[src/rtl/fifo_uart_tx_if.sv]
// Read-side bundle between the FIFO and the UART drain stage.
// The drain stage is the master: it issues rd and consumes empty/dout.
interface fifo_uart_tx_if;
    logic       fifo_rd;
    logic       fifo_empty;
    logic [7:0] fifo_dout;

    modport master (
        output fifo_rd,
        input  fifo_empty,
        input  fifo_dout
    );

    modport slave (
        input  fifo_rd,
        output fifo_empty,
        output fifo_dout
    );
endinterface

[src/rtl/fifo_uart_tx.sv]
// Pops bytes from the FIFO and serialises them as 8N1 on txd.
// One pop per frame; the FIFO is only read from IDLE.
module fifo_uart_tx #(
    parameter int CLKS_PER_BIT = 16
) (
    input  logic           clk,
    input  logic           rst,
    input  logic           en,
    fifo_uart_tx_if.master fifo,
    output logic           txd,
    output logic           busy
);
    typedef enum logic [2:0] {
        IDLE,
        POP,
        LOAD,
        START,
        DATA,
        STOP
    } state_t;

    localparam logic [15:0] LAST = 16'(CLKS_PER_BIT - 1);

    state_t      state_q, state_d;
    logic [15:0] cnt_q, cnt_d;
    logic [2:0]  bit_q, bit_d;
    logic [7:0]  shift_q, shift_d;
    logic        txd_q, txd_d;
    logic        rd_q, rd_d;
    logic        busy_q, busy_d;
    logic        bit_end;

    assign bit_end      = (cnt_q == LAST);
    assign txd          = txd_q;
    assign busy         = busy_q;
    assign fifo.fifo_rd = rd_q;

    always_ff @(posedge clk) begin
        if (!rst) begin
            state_q <= IDLE;
            cnt_q   <= '0;
            bit_q   <= '0;
            shift_q <= '0;
            txd_q   <= 1'b1;
            rd_q    <= 1'b0;
            busy_q  <= 1'b0;
        end else begin
            state_q <= state_d;
            cnt_q   <= cnt_d;
            bit_q   <= bit_d;
            shift_q <= shift_d;
            txd_q   <= txd_d;
            rd_q    <= rd_d;
            busy_q  <= busy_d;
        end
    end

    always_comb begin
        state_d = state_q;
        cnt_d   = cnt_q + 16'd1;
        bit_d   = bit_q;
        shift_d = shift_q;
        txd_d   = txd_q;
        rd_d    = 1'b0;
        unique case (state_q)
            IDLE: begin
                cnt_d = '0;
                txd_d = 1'b1;
                if (en && !fifo.fifo_empty) begin
                    rd_d    = 1'b1;
                    state_d = POP;
                end
            end
            POP: begin
                cnt_d   = '0;
                state_d = LOAD;
            end
            // dout is valid now, one cycle after the FIFO saw rd
            LOAD: begin
                cnt_d   = '0;
                bit_d   = '0;
                shift_d = fifo.fifo_dout;
                txd_d   = 1'b0;
                state_d = START;
            end
            START: begin
                if (bit_end) begin
                    cnt_d   = '0;
                    txd_d   = shift_q[0];
                    state_d = DATA;
                end
            end
            DATA: begin
                if (bit_end) begin
                    cnt_d = '0;
                    if (bit_q == 3'd7) begin
                        txd_d   = 1'b1;
                        state_d = STOP;
                    end else begin
                        shift_d = {1'b0, shift_q[7:1]};
                        bit_d   = bit_q + 3'd1;
                        txd_d   = shift_q[1];
                    end
                end
            end
            STOP: begin
                if (bit_end) begin
                    cnt_d   = '0;
                    state_d = IDLE;
                end
            end
            default: begin
                state_d = IDLE;
                txd_d   = 1'b1;
            end
        endcase
        busy_d = (state_d != IDLE);
    end
endmodule

[src/flat_wrapper.sv]
// flat-port wrapper written by rule: the top's interface ports become plain ports
module fifo_uart_tx_flat 
#(
    parameter int CLKS_PER_BIT = 16
)
  (clk, rst, en, txd, busy, fifo_fifo_rd, fifo_fifo_empty, fifo_fifo_dout);
  fifo_uart_tx_if fifo_i ();
  input  logic clk;
  input  logic rst;
  input  logic en;
  output logic txd;
  output logic busy;
  output wire logic [$bits(fifo_i.fifo_rd)-1:0] fifo_fifo_rd;
  input wire logic [$bits(fifo_i.fifo_empty)-1:0] fifo_fifo_empty;
  input wire logic [$bits(fifo_i.fifo_dout)-1:0] fifo_fifo_dout;
  assign fifo_fifo_rd = fifo_i.fifo_rd;
  assign fifo_i.fifo_empty = fifo_fifo_empty;
  assign fifo_i.fifo_dout = fifo_fifo_dout;
  fifo_uart_tx #(.CLKS_PER_BIT(CLKS_PER_BIT)) u_core (.clk(clk), .rst(rst), .en(en), .fifo(fifo_i), .txd(txd), .busy(busy));
endmodule
[config.mk]
export PLATFORM = sky130hd
export DESIGN_NAME = fifo_uart_tx_flat
export DESIGN_NICKNAME = d
export VERILOG_FILES = /design/src/rtl/fifo_uart_tx_if.sv /design/src/rtl/fifo_uart_tx.sv /design/src/flat_wrapper.sv
export SDC_FILE = /design/constraint.sdc
export NUM_CORES = 1
export LEC_CHECK = 0
export ABC_AREA = 1
export BUFFER_PORTS_ARGS = -buffer_cell sky130_fd_sc_hd__buf_2
export CAP_MARGIN = 25
export CORE_ASPECT_RATIO = 0.9
export CORE_MARGIN = 1.5
export CORE_UTILIZATION = 53
export DETAILED_ROUTE_END_ITERATION = 10
export HOLD_SLACK_MARGIN = 0.03
export MAX_ROUTING_LAYER = met4
export PLACE_DENSITY = 0.74
export SLEW_MARGIN = 20
export SYNTH_ARGS = -nofsm -noshare
export SYNTH_HDL_FRONTEND = slang
export SYNTH_SLANG_ARGS = --single-unit
[constraint.sdc]
create_clock -name clk -period 1.6 [get_ports clk]
set_clock_uncertainty 0.1 [all_clocks]
set_input_delay 0.08 -clock clk [delete_from_list [all_inputs] [get_ports clk]]
set_output_delay 0.08 -clock clk [all_outputs]
set_load 0.02 [all_outputs]
### Word level (Yosys, flattened, before mapping)

Index checks and enable logic that the tools add are counted.

* bits in registers: 33
* input port bits: 12
* output and inout port bits: 3
* word-level logic and storage cells: 50

* $add $sub $neg: 2
* equal/unequal tests: 10
* mux-type cells: 19
* bitwise logic cells: 1
* reduce and logical (&&, ||, !) cells: 11

Operators by type and width (count)
* 16-bit case mux with 2 select lines: 1
* 3-bit two-way mux: 7
* 3-bit case mux with 6 select lines: 1
* 16-bit by 1-bit adder with 16-bit output (second input constant): 1
* 16-bit by 4-bit == test with 1-bit output (second input constant): 1
* 16-bit two-way mux: 1
* 8-bit two-way mux: 2
* 8-bit case mux with 2 select lines: 1
* 3-bit == test (second input constant): 3
* 3-bit by 2-bit == test with 1-bit output (second input constant): 2
* 3-bit case mux with 2 select lines: 1
* 3-bit AND reduction: 2
* 3-bit OR reduction: 2
* 1-bit two-way mux: 4
* 2-bit by 1-bit inequality test with 1-bit output (second input constant): 2
* 1-bit case mux with 4 select lines: 1
* 3-bit by 1-bit adder with 3-bit output (second input constant): 1
* 3-bit by 1-bit == test with 1-bit output (second input constant): 1
* 3-bit logical NOT: 1
* 3-bit nonzero test: 1
* 2-bit inequality test (second input constant): 1
* 2-bit AND reduction: 1
* 2-bit nonzero test: 1
* 2-bit OR reduction: 1
* other kinds (3): 3

### Logic depth before layout (Yosys ltp)

* word-level depth: 5
* mapped depth: 10
* gate-level depth less buffers: 9

### Least setup slack after synthesis

Ideal clock, no wire load.

* path kind: flip-flop to flip-flop
* start: reg u_core.cnt_q[0]
* end: reg u_core.shift_q[3]
* setup time: 0.113 ns
* data arrival time: 1.340 ns
* required time: 1.387 ns
* setup slack: 0.048 ns
* cell stages (with the launch flop): 10
* buffers on the path: 1
* clock period less this slack: 1.552 ns
* path through: dfxtp_1 ha_1 nand3_2 nor2_4 nand2_4 nand2_4 nand3_4 buf_6 nor2_1 nor2_1

* longest elaborated chain between the ends: 3

Ends and longest elaborated chain
* start: declaration: RTL line fifo_uart_tx.sv:25 `logic [15:0] cnt_q, cnt_d;`
* start signal: assignment: RTL line fifo_uart_tx.sv:49 `cnt_q <= cnt_d;`
* 16-bit by 4-bit == test with 1-bit output: RTL line fifo_uart_tx.sv:33 `assign bit_end = (cnt_q == LAST);`
* 2-bit by 1-bit inequality test with 1-bit output (no source line)
* 3-bit AND reduction (no source line)
* end signal: assignment: RTL line fifo_uart_tx.sv:51 `shift_q <= shift_d;`
* end: declaration: RTL line fifo_uart_tx.sv:27 `logic [7:0] shift_q, shift_d;`

No other way between the ends.
A chain may end at the register's enable or synchronous reset.

### Final worst setup path

* start: reg u_core.cnt_q[1]
* end: reg u_core.cnt_q[14]

* longest elaborated chain between the ends: 3
* elaborated cells on any way between the ends: 4
* classes of those cells: add/sub (1); eq/ne (1); mux (2)

Ends and longest elaborated chain
* 16-bit by 1-bit adder with 16-bit output / 16-bit by 4-bit == test with 1-bit output (equally long branches): RTL line fifo_uart_tx.sv:60, fifo_uart_tx.sv:33
* 16-bit two-way mux: RTL line fifo_uart_tx.sv:87, fifo_uart_tx.sv:94, fifo_uart_tx.sv:107
* 16-bit case mux with 2 select lines (*): RTL line fifo_uart_tx.sv:65 `unique case (state_q)`

Every way passes the cells marked *; elsewhere a longest branch is shown, timed or not.

==> results.md <==
- For this run, design rule violations remaining after detail routing come to 0.
- Dividing total power by cell area gives a power density of 700 nW/um^2.
- The CTS tree is built.
- Of all nets on the critical path, the largest fanout is 16.
- The highest achievable clock rate is 0.666 GHz.
- For this run, the number of Yosys warnings is 0.
- The top-level I/O count is 15.
- For this configuration, the core starts out at a cell density of between 50% and 60%.
- The critical path launch point type is a flop.
- At the pin with the least slew margin, the transition time is about 340 ps.
- Of all cell types, the one taking the most synthesized area is sky130_fd_sc_hd__dfxtp_1.
- The first TritonRoute pass finished after 4 iterations.
- In the finished design, the share of the clock period the worst path needs comes to 93.9%.
- The sequential share of the synthesized area is between 30% and 40%.
- The area of the die is 3650 sq um.
- Of the post-synthesis cell area, the dominant cell type holds 37.8%.
- The arrival time of the worst setup path is 1620 ps.
- The cell area after technology mapping is approximately 1700 sq um.
- The required time of the critical path is between 1500 and 2000 ps.
- Routability-driven placement finished with a final weighted congestion of 0.871.
- IR analysis of the VDD net gives a maximum drop of 620 uV.
- The minimum setup slack in the final design is 97.6 ps.
- No sink is reached through more buffers than the 2 on the longest clock path.
- Fill cells in the final layout number 262.
- After global routing the overflow that remains totals 0.
- Registers take 669 sq um.
- The number of max-cap violations is 0.
- The clock net in this run drives a total of 33 sinks.
- The initial antenna violation count is 0.
- Dividing the synthesized area by the synthesized cell count gives 6.72 sq um.
- The final max-slew violation count is 0.
- Synthesis produced 260 cells.
- Entering global routing, the biggest net connects 17 pins.
- The first global-routing pass estimated 6310 um of wire.
- Setup total negative slack on the finished layout was measured at 0 ps.
- The core region area is around 3000 sq um.
- The number of I/O port buffers is 14.
- The overall via count from detail_route is roughly 1.7k.
- For this block, the initial DRC count from the detailed router was between 100 and 150.
- The fraction of layout cells with a size suffix above 1 is 20.1%.
- In the layout the commonest cells are 61 x sky130_fd_sc_hd__nand2_1, 49 x sky130_fd_sc_hd__nor2_1, 33 x sky130_fd_sc_hd__inv_1.
- The flop and latch count out of synthesis is 33.
- The clock transition at the register clock pins on the worst setup and hold paths after CTS is 90 ps.
- The repair_antennas step left the layout with diodes totalling 0.
- In the post-synthesis netlist, the biggest area contributors are sky130_fd_sc_hd__dfxtp_1 38%, sky130_fd_sc_hd__nand2_1 13%, sky130_fd_sc_hd__nor2_1 11%.
- In this run the core area contains 19 standard-cell rows.
- The worst pin sits at a relative slew slack of a little under 80%.
- The area growth from synthesis to layout is 24.1%.
- The minimum clock period after layout is 1500 ps.
- OpenSTA, run right after detailed placement, puts the worst setup slack at -27.2 ps.
- The synthesized net count is 275.
- The detail route stage leaves a number of antenna-violating nets equal to 0.
- The number of unique standard cell types used by synthesis is 27.
- Dividing the detail-routed wire length by the instance count gives 10.7 um.
- The kind of path behind the tightest hold check is flop to flop.
- The worst setup path is captured at a flop.
- Clock tree synthesis selected as its root buffer the cell sky130_fd_sc_hd__clkbuf_4.
- The run finished with clean final reports.
- Wires add up to 3660 um.
- The total count of hold-check failures in the final report is 0.
- The number of global-route vias before repair was 1475.
- The hold slack is 339 ps.
- The static leakage is 0.997 nW.
- The overall track demand over capacity in global routing is 23.3%.
- The net count of the finished layout is 315.
- The overall power consumption is approximately 1.5 mW.
- Measured along the y axis, the die boundary spans 57.5 um.
- In this run the horizontal extent of the chip is 63.5 um.
- The total area of multi-input combinational cells is between 900 and 1000 sq um.
- Setup violations remaining at the end of the flow were counted as 0.
- Detailed placement finished with a half-perimeter wire length of 2380 um.
- The via density per instance is 4.86.
- The deepest level of the CTS H-tree is 2.
- The kind of critical path is flop to flop.
- Leaving out fill and tap cells, the most frequent cell in the layout is sky130_fd_sc_hd__nand2_1.
- The number of clock buffers added by TritonCTS is 5.
- The clock latency on the worst-skew pair is roughly 320 ps.
## power by group
group,internal [mW],leakage (nW),switching [mW]
Combinational,0.103,0.700,0.126
Sequential,0.859,0.270,0.0194
Clock,0.152,0.0269,0.257
## worst max-delay path, cell delays in order, from the launching register on
cell	delay, ps
sky130_fd_sc_hd__dfxtp_2	360
sky130_fd_sc_hd__ha_4	150
sky130_fd_sc_hd__nand3_4	90
sky130_fd_sc_hd__nor2_4	180
sky130_fd_sc_hd__nand2_4	100
sky130_fd_sc_hd__nand2_1	70
sky130_fd_sc_hd__nand2_1	50
sky130_fd_sc_hd__nand2_1	90
sky130_fd_sc_hd__buf_12	150
sky130_fd_sc_hd__nor3_1	50
## per-stage QoR
stage	util (%)	cells	cell area, sq um
2_1_floorplan	-	260	1750
3_3_place_gp	62.2	321	1920
3_5_place_dp	62.2	321	1920
4_1_cts	67.7	339	2090
5_1_grt	70.2	341	2170
6_report	70.2	341	2170
## registers in the layout, summed over array words and instances, names as in the netlist
signal / count
u_core.cnt_q: 16
u_core.state_q: 3
u_core.shift_q: 8
u_core.fifo.fifo_rd: 1
u_core.bit_q: 3
u_core.txd: 1
u_core.busy: 1
## layer usage
| metal | wire length (um) | part of all wire, % | up-vias | GRT usage [%] |
|---|---|---|---|---|
| met2 | 1720 | 47 | 42 | 33.8 |
| li1 | - | - | 886 | - |
| met1 | 1720 | 47 | 722 | 29.8 |
| met5 | 0 | 0 | - | - |
| met3 | 153 | 4.2 | 7 | 6.31 |
| met4 | 55 | 1.5 | 0 | 12.1 |
## area by class of cell
class	instances	share of cell area, %
clock buffers	5	1.73
multi-input cells	187	45.1
clock inverters	1	0.231
inverters	35	6.06
well taps	42	2.42
repair buffers	38	13.6
flip-flops and latches	33	30.9
## worst paths after layout
path | startpoint | to | slack [ps] | cells past startpoint
min | u_core.cnt_q[0]$_SDFF_PN0_ | u_core.cnt_q[0]$_SDFF_PN0_ | 340 | 1
max reg2reg | u_core.cnt_q[1]$_SDFF_PN0_ | u_core.cnt_q[14]$_SDFF_PN0_ | 100 | 9
max | u_core.cnt_q[1]$_SDFF_PN0_ | u_core.cnt_q[14]$_SDFF_PN0_ | 100 | 9
min reg2reg | u_core.cnt_q[0]$_SDFF_PN0_ | u_core.cnt_q[0]$_SDFF_PN0_ | 340 | 1
## cell families (layout without fill, tap and decap cells)
family | after synthesis | after routing | share of synthesized area (%)
flip-flops | 33 | 33 | 37.8
AND/OR/NAND/NOR | 161 | 163 | 41.9
buffers and inverters | 42 | 79 | 10.5
adder cells (fa/ha/maj) | 3 | 3 | 2.15
AO/OA/AOI/OAI | 14 | 14 | 4.22
XOR/XNOR | 7 | 7 | 3.51
## cell usage after synthesis
| library cell | count |
|---|---|
| sky130_fd_sc_hd__nor2_1 | 51 |
| sky130_fd_sc_hd__nor2_2 | 4 |
| sky130_fd_sc_hd__nand3_4 | 1 |
| sky130_fd_sc_hd__nand3_2 | 1 |
| sky130_fd_sc_hd__xor2_1 | 6 |
| sky130_fd_sc_hd__nand3_1 | 13 |
| sky130_fd_sc_hd__and2_1 | 1 |
| sky130_fd_sc_hd__nand4_1 | 7 |
| sky130_fd_sc_hd__nor2_4 | 2 |
| sky130_fd_sc_hd__dfxtp_1 | 33 |
| sky130_fd_sc_hd__nor3_1 | 10 |
| sky130_fd_sc_hd__o21bai_1 | 1 |
| sky130_fd_sc_hd__nand2_2 | 5 |
| sky130_fd_sc_hd__inv_1 | 35 |
| sky130_fd_sc_hd__and3_1 | 1 |
| sky130_fd_sc_hd__ha_1 | 3 |
| sky130_fd_sc_hd__a31oi_1 | 1 |
| sky130_fd_sc_hd__o21ai_0 | 10 |
| sky130_fd_sc_hd__nand2_1 | 62 |
| sky130_fd_sc_hd__clkbuf_1 | 1 |
| sky130_fd_sc_hd__a21oi_1 | 2 |
| sky130_fd_sc_hd__xnor2_1 | 1 |
| sky130_fd_sc_hd__buf_4 | 2 |
| sky130_fd_sc_hd__buf_2 | 2 |
| sky130_fd_sc_hd__nor3b_1 | 1 |
| sky130_fd_sc_hd__buf_6 | 2 |
| sky130_fd_sc_hd__nand2_4 | 2 |
## what timing repair did
action                     in CTS  in global routing
gates cloned                    1                  1
hold buffers                   11                  1
buffers inserted                0                  1
hold endpoints to repair       14                  1
gates resized for setup         1                 17
setup endpoints to repair      11                 31
pin swaps                       1                  5
Power figures use the tool's default switching activity.
